`config.mk`:
```
export PLATFORM = sky130hd
export DESIGN_NAME = ascon_dec_seq_flat
export DESIGN_NICKNAME = d
export VERILOG_FILES = /design/src/rtl/ascon_dec_seq_if.sv /design/src/rtl/ascon_dec_seq.sv /design/src/flat_wrapper.sv
export SDC_FILE = /design/constraint.sdc
export NUM_CORES = 2
export LEC_CHECK = 0
export ABC_CLOCK_PERIOD_IN_PS = 30200
export CORE_AREA = 2 2 395 397
export DETAILED_ROUTE_END_ITERATION = 8
export DIE_AREA = 0 0 397 399
export PLACE_DENSITY_LB_ADDON = 0.2
export SYNTH_ARGS = -nofsm -noshare
export SYNTH_HDL_FRONTEND = slang
export SYNTH_SLANG_ARGS = --single-unit
```
`constraint.sdc`:
```
create_clock -name clk -period 30.2 [get_ports clk]
set_input_delay 4.53 -clock clk [delete_from_list [all_inputs] [get_ports clk]]
set_output_delay 4.53 -clock clk [all_outputs]
set_load 0.005 [all_outputs]
```
`src/rtl/ascon_dec_seq_if.sv`:
```
// ascon_dec_seq_if: host-side bundle for the iterative ASCON-128 decrypt sequencer (ASCON_TAG_CHECK_EN adds tag check signals)
interface ascon_dec_seq_if;
  logic        start;
  logic [63:0] iv, k0, k1, n0, n1, cyp0, cyp1;
  logic [63:0] pln0, pln1, tag0, tag1;
  logic [63:0] y0, y1, y2, y3, y4;
  logic        busy, done;
`ifdef ASCON_TAG_CHECK_EN
  logic [63:0] tag_in0, tag_in1;
  logic        tag_ok;
`endif
  modport master (
`ifdef ASCON_TAG_CHECK_EN
    output tag_in0, tag_in1, input tag_ok,
`endif
    output start, iv, k0, k1, n0, n1, cyp0, cyp1,
    input  pln0, pln1, tag0, tag1, y0, y1, y2, y3, y4, busy, done
  );
  modport slave (
`ifdef ASCON_TAG_CHECK_EN
    input tag_in0, tag_in1, output tag_ok,
`endif
    input  start, iv, k0, k1, n0, n1, cyp0, cyp1,
    output pln0, pln1, tag0, tag1, y0, y1, y2, y3, y4, busy, done
  );
endinterface

```
`src/rtl/ascon_dec_seq.sv`:
```
// ascon_dec_seq: iterative ASCON-128 decrypt (one round per cycle, empty AD); ASCON_TAG_CHECK_EN enables tag verification
module ascon_dec_seq #(
  parameter int ROUNDS_A = 12,
  parameter int ROUNDS_B = 6
) (
  input logic clk,
  input logic rst,
  ascon_dec_seq_if.slave bus
);
  typedef enum logic [3:0] {IDLE, INIT, KEYX, ABS0, PB0, ABS1, PB1, FIN, PA, TAG} state_t;
  localparam logic [3:0]  RA0 = 4'(12 - ROUNDS_A);
  localparam logic [3:0]  RB0 = 4'(12 - ROUNDS_B);
  localparam logic [63:0] PAD = 64'h8000000000000000;
  state_t            state_q, state_d;
  logic [3:0]        rnd_q, rnd_d;
  logic [4:0][63:0]  s_q, s_d, s_rnd;
  logic [63:0]       k0_q, k0_d, k1_q, k1_d, c0_q, c0_d, c1_q, c1_d;
  logic [63:0]       pln0_q, pln0_d, pln1_q, pln1_d, tag0_q, tag0_d, tag1_q, tag1_d;
  logic              busy_q, busy_d, done_q, done_d, last;
`ifdef ASCON_TAG_CHECK_EN
  logic [63:0]       ti0_q, ti0_d, ti1_q, ti1_d;
  logic              tag_ok_q, tag_ok_d;
`endif
  function automatic logic [63:0] ror(input logic [63:0] x, input int n);
    return (x >> n) | (x << (64 - n));
  endfunction
  function automatic logic [4:0][63:0] ascon_round(input logic [4:0][63:0] s, input logic [3:0] r);
    logic [63:0] x0, x1, x2, x3, x4, t0, t1, t2, t3, t4;
    x0 = s[0];
    x1 = s[1];
    x2 = s[2] ^ {56'd0, ~r, r};
    x3 = s[3];
    x4 = s[4];
    x0 = x0 ^ x4;
    x4 = x4 ^ x3;
    x2 = x2 ^ x1;
    t0 = ~x0 & x1;
    t1 = ~x1 & x2;
    t2 = ~x2 & x3;
    t3 = ~x3 & x4;
    t4 = ~x4 & x0;
    x0 = x0 ^ t1;
    x1 = x1 ^ t2;
    x2 = x2 ^ t3;
    x3 = x3 ^ t4;
    x4 = x4 ^ t0;
    x1 = x1 ^ x0;
    x0 = x0 ^ x4;
    x3 = x3 ^ x2;
    x2 = ~x2;
    return {x4 ^ ror(x4, 7) ^ ror(x4, 41),
            x3 ^ ror(x3, 10) ^ ror(x3, 17),
            x2 ^ ror(x2, 1) ^ ror(x2, 6),
            x1 ^ ror(x1, 61) ^ ror(x1, 39),
            x0 ^ ror(x0, 19) ^ ror(x0, 28)};
  endfunction
  assign s_rnd = ascon_round(s_q, rnd_q);
  assign last  = rnd_q == 4'd11;
  // next-state and datapath schedule for every phase of the decrypt
  always_comb begin
    state_d = state_q;
    rnd_d   = rnd_q;
    s_d     = s_q;
    k0_d    = k0_q;
    k1_d    = k1_q;
    c0_d    = c0_q;
    c1_d    = c1_q;
    pln0_d  = pln0_q;
    pln1_d  = pln1_q;
    tag0_d  = tag0_q;
    tag1_d  = tag1_q;
    busy_d  = busy_q;
    done_d  = 1'b0;
`ifdef ASCON_TAG_CHECK_EN
    ti0_d    = ti0_q;
    ti1_d    = ti1_q;
    tag_ok_d = tag_ok_q;
`endif
    case (state_q)
      IDLE: if (bus.start) begin
        state_d = INIT;
        rnd_d   = RA0;
        busy_d  = 1'b1;
        s_d     = {bus.n1, bus.n0, bus.k1, bus.k0, bus.iv};
        k0_d    = bus.k0;
        k1_d    = bus.k1;
        c0_d    = bus.cyp0;
        c1_d    = bus.cyp1;
`ifdef ASCON_TAG_CHECK_EN
        ti0_d   = bus.tag_in0;
        ti1_d   = bus.tag_in1;
`endif
      end
      INIT: begin
        s_d     = s_rnd;
        rnd_d   = rnd_q + 4'd1;
        state_d = last ? KEYX : INIT;
      end
      KEYX: begin
        s_d[3]  = s_q[3] ^ k0_q;
        s_d[4]  = s_q[4] ^ k1_q ^ 64'd1;
        state_d = ABS0;
      end
      ABS0: begin
        pln0_d  = c0_q ^ s_q[0];
        s_d[0]  = c0_q;
        rnd_d   = RB0;
        state_d = PB0;
      end
      PB0: begin
        s_d     = s_rnd;
        rnd_d   = rnd_q + 4'd1;
        state_d = last ? ABS1 : PB0;
      end
      ABS1: begin
        pln1_d  = c1_q ^ s_q[0];
        s_d[0]  = c1_q;
        rnd_d   = RB0;
        state_d = PB1;
      end
      PB1: begin
        s_d     = s_rnd;
        rnd_d   = rnd_q + 4'd1;
        state_d = last ? FIN : PB1;
      end
      FIN: begin
        s_d[0]  = s_q[0] ^ PAD;
        s_d[1]  = s_q[1] ^ k0_q;
        s_d[2]  = s_q[2] ^ k1_q;
        rnd_d   = RA0;
        state_d = PA;
      end
      PA: begin
        s_d     = s_rnd;
        rnd_d   = rnd_q + 4'd1;
        state_d = last ? TAG : PA;
      end
      TAG: begin
        tag0_d  = s_q[3] ^ k0_q;
        tag1_d  = s_q[4] ^ k1_q;
        busy_d  = 1'b0;
        done_d  = 1'b1;
        state_d = IDLE;
`ifdef ASCON_TAG_CHECK_EN
        tag_ok_d = {tag0_d, tag1_d} == {ti0_q, ti1_q};
        pln0_d   = tag_ok_d ? pln0_q : '0;
        pln1_d   = tag_ok_d ? pln1_q : '0;
`endif
      end
      default: state_d = IDLE;
    endcase
  end
  // all state, shadow and output registers; reset aborts any job in flight
  always_ff @(posedge clk or posedge rst) begin
    if (rst) begin
      state_q  <= IDLE;
      rnd_q    <= '0;
      s_q      <= '0;
      k0_q     <= '0;
      k1_q     <= '0;
      c0_q     <= '0;
      c1_q     <= '0;
      pln0_q   <= '0;
      pln1_q   <= '0;
      tag0_q   <= '0;
      tag1_q   <= '0;
      busy_q   <= 1'b0;
      done_q   <= 1'b0;
`ifdef ASCON_TAG_CHECK_EN
      ti0_q    <= '0;
      ti1_q    <= '0;
      tag_ok_q <= 1'b0;
`endif
    end else begin
      state_q  <= state_d;
      rnd_q    <= rnd_d;
      s_q      <= s_d;
      k0_q     <= k0_d;
      k1_q     <= k1_d;
      c0_q     <= c0_d;
      c1_q     <= c1_d;
      pln0_q   <= pln0_d;
      pln1_q   <= pln1_d;
      tag0_q   <= tag0_d;
      tag1_q   <= tag1_d;
      busy_q   <= busy_d;
      done_q   <= done_d;
`ifdef ASCON_TAG_CHECK_EN
      ti0_q    <= ti0_d;
      ti1_q    <= ti1_d;
      tag_ok_q <= tag_ok_d;
`endif
    end
  end
  assign bus.pln0 = pln0_q;
  assign bus.pln1 = pln1_q;
  assign bus.tag0 = tag0_q;
  assign bus.tag1 = tag1_q;
  assign bus.y0   = s_q[0];
  assign bus.y1   = s_q[1];
  assign bus.y2   = s_q[2];
  assign bus.y3   = s_q[3];
  assign bus.y4   = s_q[4];
  assign bus.busy = busy_q;
  assign bus.done = done_q;
`ifdef ASCON_TAG_CHECK_EN
  assign bus.tag_ok = tag_ok_q;
`endif
endmodule

```
`src/flat_wrapper.sv`:
```
// flat-port wrapper written by rule: the top's interface ports become plain ports
module ascon_dec_seq_flat 
#(
  parameter int ROUNDS_A = 12,
  parameter int ROUNDS_B = 6
)
  (clk, rst, bus_start, bus_iv, bus_k0, bus_k1, bus_n0, bus_n1, bus_cyp0, bus_cyp1, bus_pln0, bus_pln1, bus_tag0, bus_tag1, bus_y0, bus_y1, bus_y2, bus_y3, bus_y4, bus_busy, bus_done);
  ascon_dec_seq_if bus_i ();
  input logic clk;
  input logic rst;
  input wire logic [$bits(bus_i.start)-1:0] bus_start;
  input wire logic [$bits(bus_i.iv)-1:0] bus_iv;
  input wire logic [$bits(bus_i.k0)-1:0] bus_k0;
  input wire logic [$bits(bus_i.k1)-1:0] bus_k1;
  input wire logic [$bits(bus_i.n0)-1:0] bus_n0;
  input wire logic [$bits(bus_i.n1)-1:0] bus_n1;
  input wire logic [$bits(bus_i.cyp0)-1:0] bus_cyp0;
  input wire logic [$bits(bus_i.cyp1)-1:0] bus_cyp1;
  output wire logic [$bits(bus_i.pln0)-1:0] bus_pln0;
  output wire logic [$bits(bus_i.pln1)-1:0] bus_pln1;
  output wire logic [$bits(bus_i.tag0)-1:0] bus_tag0;
  output wire logic [$bits(bus_i.tag1)-1:0] bus_tag1;
  output wire logic [$bits(bus_i.y0)-1:0] bus_y0;
  output wire logic [$bits(bus_i.y1)-1:0] bus_y1;
  output wire logic [$bits(bus_i.y2)-1:0] bus_y2;
  output wire logic [$bits(bus_i.y3)-1:0] bus_y3;
  output wire logic [$bits(bus_i.y4)-1:0] bus_y4;
  output wire logic [$bits(bus_i.busy)-1:0] bus_busy;
  output wire logic [$bits(bus_i.done)-1:0] bus_done;
  assign bus_i.start = bus_start;
  assign bus_i.iv = bus_iv;
  assign bus_i.k0 = bus_k0;
  assign bus_i.k1 = bus_k1;
  assign bus_i.n0 = bus_n0;
  assign bus_i.n1 = bus_n1;
  assign bus_i.cyp0 = bus_cyp0;
  assign bus_i.cyp1 = bus_cyp1;
  assign bus_pln0 = bus_i.pln0;
  assign bus_pln1 = bus_i.pln1;
  assign bus_tag0 = bus_i.tag0;
  assign bus_tag1 = bus_i.tag1;
  assign bus_y0 = bus_i.y0;
  assign bus_y1 = bus_i.y1;
  assign bus_y2 = bus_i.y2;
  assign bus_y3 = bus_i.y3;
  assign bus_y4 = bus_i.y4;
  assign bus_busy = bus_i.busy;
  assign bus_done = bus_i.done;
  ascon_dec_seq #(.ROUNDS_A(ROUNDS_A), .ROUNDS_B(ROUNDS_B)) u_core (.clk(clk), .rst(rst), .bus(bus_i));
endmodule
```
==> impl_results.md <==
- Ranking of synthesized cells by area: dfrtp_1, xnor2_1, mux2_2
- Final core area utilization: a little under half
- Top cell type's share of synthesized area: about two fifths
- Chip Width: 397 µm
- Async S/R FF share, synth: 100%
- CTS resizes: 0
- Total length of routed met2 wires: about 130000 µm
- List of cells traversed by the critical path: clkdlybuf4s50_1, inv_8, buf_4, buf_4, buf_4, buf_4
- Crit path launch type: input port
- Yosys warning count: 0
- CP Data Arrival Time: 8710 ps
- Most frequent cells after synthesis: xnor2_1, dfrtp_1, nor2_1
- Share of cells above drive strength 1: under 10%
- Via count: ~50000
- Startpoint of the worst-slack reg-to-reg timing path: u_core.state_q[3]
- Period minus WS final: approximately 8000 ps
- Routed wire length: ~300000 µm
- CP max stage delay: approximately 850 ps
- Routability cong.: 0.997
- Pre-Repair DR Iteration Count: 8
- Floorplan die area: between 0.15 and 0.2 mm²
- Minimum setup slack among reg-to-reg paths: approximately 26000 ps
- Master cell of the clock root buffer: clkbuf_16
- Post-synthesis sequential area ratio: 38.6%
- Synthesized area per cell: around 9.5 µm²
- Critical Path Stages: 6
- Crit path capture: u_core.bus.y3[51]
- Clock Pin Slew Worst Setup and Hold Paths: 60 ps
- R2R Path End: u_core.bus.y4[59]
- IO buf count: a little over 1000
- First-pass GRT wire length: roughly 400000 µm
- CTS tree: done
- Detailed-route vias per instance: between 5 and 6
- Rel. slew slack: -0.0394%
- Category of the worst setup path capture point: asynchronous set/reset pin
- Critical path buffers and inverters: 6
- Clock latency on the worst-skew pair: 740 ps
- Critical Path Most Common Cell: buf_4
- Number of sinks on the clock net: approximately 840
- Final cell area excluding filler cells: between 0.07 and 0.08 mm²
- Count of hold buffers inserted by post-cts repair: 0
- Required @ worst endpoint: a little over 30000 ps
- Number of buffers on the longest clock path: 3
- Uppermost signal routing layer after detailed routing: met5
- Hpwl dp: 229000 µm
- Post-Route Skew: 32.7 ps
- Largest fanout on the critical path: between 100 and 150
- Worst-case reg-to-reg path depth: 9
- Average routed wire per standard cell: ~34 µm
- Most instantiated flip-flop cell in the synthesis netlist: dfrtp_1
- Clock H-tree levels: 3
- M1 WL: between 100000 and 150000 µm
- # placed instances: 8558
- Syn Std Cell Area: between 0.05 and 0.06 mm²
- Number of remaining DRC errors: 0
- Placeable Area: approximately 0.15 mm²
- Starting density of the core: 35.5%
- Synthesis-stage register bit count: 842
- Wire length on met3: between 20000 and 30000 µm
- Most frequently used cell type in the post-synthesis netlist: xnor2_1
- Highest achievable clock rate: approximately 130 MHz
- IO Count: 1029
- Worst Tran Pin Value: 1490 ps
- Run status: finished with violations
- Number of nets produced by synthesis: approximately 6300
- FP Rows: approximately 140
- Distinct cell type count of the synthesized netlist: between 40 and 50
- Post-route insts no fill: slightly below 9000
- Hold/Removal Path Class: reg2reg
- Largest area contributor in the synthesized netlist: dfrtp_1
- # Post-CTS Setup Buffers: 0
- Maximum number of pins on one net before global-route repair: 199
- Residual antenna-violating net count after detailed routing: 0
- Violated checks: capacitance limit, slew limit
- Post-Route Setup TNS: 0 ps
- Die H: roughly 400 µm
- Via count of the first global-routing pass: 48300
- Final Max Tran Viols: 1
- Number of instances in the synthesized netlist: 5744
- Total placed instance area: approximately 0.067 mm²
- Share of the clock period used by the worst path after layout: between 20% and 30%
- CP max stage cell: buf_4
- Cell family with the largest share of critical-path delay: buffers and inverters
- Clock buffer count from CTS: 103
- Final Net Count: ~7200
- DRT iter0 DRCs: between 5000 and 6000
- Launch point of the critical path: rst
- Fillcell total: around 15000
- Number of enable-type register cells in the synthesized netlist: 0
- Setup repair after global routing missed its margin: false
- Reported max-cap violation count: 1
- Number of antenna violations at the first check in global routing: 45
- Final setup violation count: 0
- Kind of critical path: in2async
- Area growth from synthesis to final layout: 29.5%
- Total routing resource utilization after global routing: a little over a third
- Final Hold Violating Endpoints: 0
- Remaining Overflow, GRT: 0
[registers in the layout (all words and copies together) (netlist names)]
name / flops
u_core.bus.tag0: 64
u_core.bus.pln0: 64
u_core.k0_q: 64
u_core.bus.tag1: 64
u_core.bus.done: 1
u_core.bus.y4: 64
u_core.c0_q: 64
u_core.bus.y3: 64
u_core.bus.pln1: 64
u_core.k1_q: 64
u_core.bus.busy: 1
u_core.bus.y1: 64
u_core.c1_q: 64
u_core.bus.y2: 64
u_core.state_q: 4
u_core.bus.y0: 64
u_core.rnd_q: 4
[layout make-up]
| class | instances | area, µm² | share of cell area [%] |
|---|---|---|---|
| clock inverters | 41 | 498 | 0.704 |
| repair buffers | 1167 | 11400 | 16.1 |
| inverters | 135 | 515 | 0.729 |
| flip-flops and latches | 842 | 21100 | 29.8 |
| well taps | 2044 | 2560 | 3.62 |
| clock buffers | 148 | 3020 | 4.27 |
| diodes | 26 | 65.1 | 0.0920 |
| multi-input cells | 4370 | 31600 | 44.6 |
[worst min path at each step]
stage                              startpoint                   to  slack (ps)  depth (start not counted)
final                     u_core.bus.pln1[22]  u_core.bus.pln1[22]         520                          2
after global routing      u_core.bus.tag1[28]  u_core.bus.tag1[28]         540                          2
after CTS                 u_core.bus.pln1[11]  u_core.bus.pln1[11]         530                          2
after detailed placement  u_core.bus.pln0[39]  u_core.bus.pln0[39]         520                          2
after global placement    u_core.bus.pln0[31]  u_core.bus.pln0[31]         510                          2
after floorplan               u_core.bus.busy      u_core.bus.busy         510                          2
[kinds of logic after synthesis]
kind of cell	share of synthesized area [%]
xor gates and xnor gates	24.6
AOI/OAI and AO/OA	16.7
adders and majority gates	2.98
DFF	38.6
buffers and inverters	3.90
and+or+nand+nor	7.00
muxes	6.27
[per-stage QoR]
| step | setup slack [ps] | hold slack, ps |
|---|---|---|
| 6_report | 22220 | 524 |
| 5_1_grt | 21650 | 543 |
| 4_1_cts | 22090 | 530 |
| 3_5_place_dp | 21290 | 517 |
| 3_3_place_gp | 21290 | 508 |
| 2_1_floorplan | 2010 | 511 |
[routing by layer]
| metal | vias to the layer above | GRT usage [%] |
|---|---|---|
| met5 | - | 0 |
| met4 | 28 | 23.2 |
| met3 | 664 | 9.50 |
| met2 | 2842 | 55.9 |
| met1 | 25200 | 45.2 |
| li1 | 21600 | - |
[layout by cell type, fill, tap and decap left out, types with 5 or more instances in the layout]
cell / count
clkbuf_1: 19
clkbuf_8: 25
a22oi_1: 64
buf_12: 6
buf_4: 133
o21a_1: 60
o22ai_1: 127
xor2_1: 302
a211oi_1: 63
a2bb2oi_1: 5
xnor3_1: 70
clkinv_2: 18
clkdlybuf4s50_1: 1028
o221ai_1: 64
a21oi_1: 491
a32oi_1: 59
ha_1: 129
nor2_4: 5
o21ai_0: 414
o21ai_1: 6
nand2_1: 384
clkbuf_16: 104
xnor2_1: 1046
inv_1: 133
bufinv_16: 8
clkinvlp_4: 7
a222oi_1: 64
dfrtp_1: 839
diode_2: 26
mux2i_1: 54
nor2_1: 600
mux2_2: 256
a31oi_1: 69
[worst min-delay path: cells and delay by family (launching register included)]
family	cells	cell delay, ps
flip-flops	1	340
AO/OA/AOI/OAI	1	100
AND/OR/NAND/NOR	1	50
Power is not shown: default switching activity piles up to over one toggle a cycle in this logic, so the estimate is an artifact.
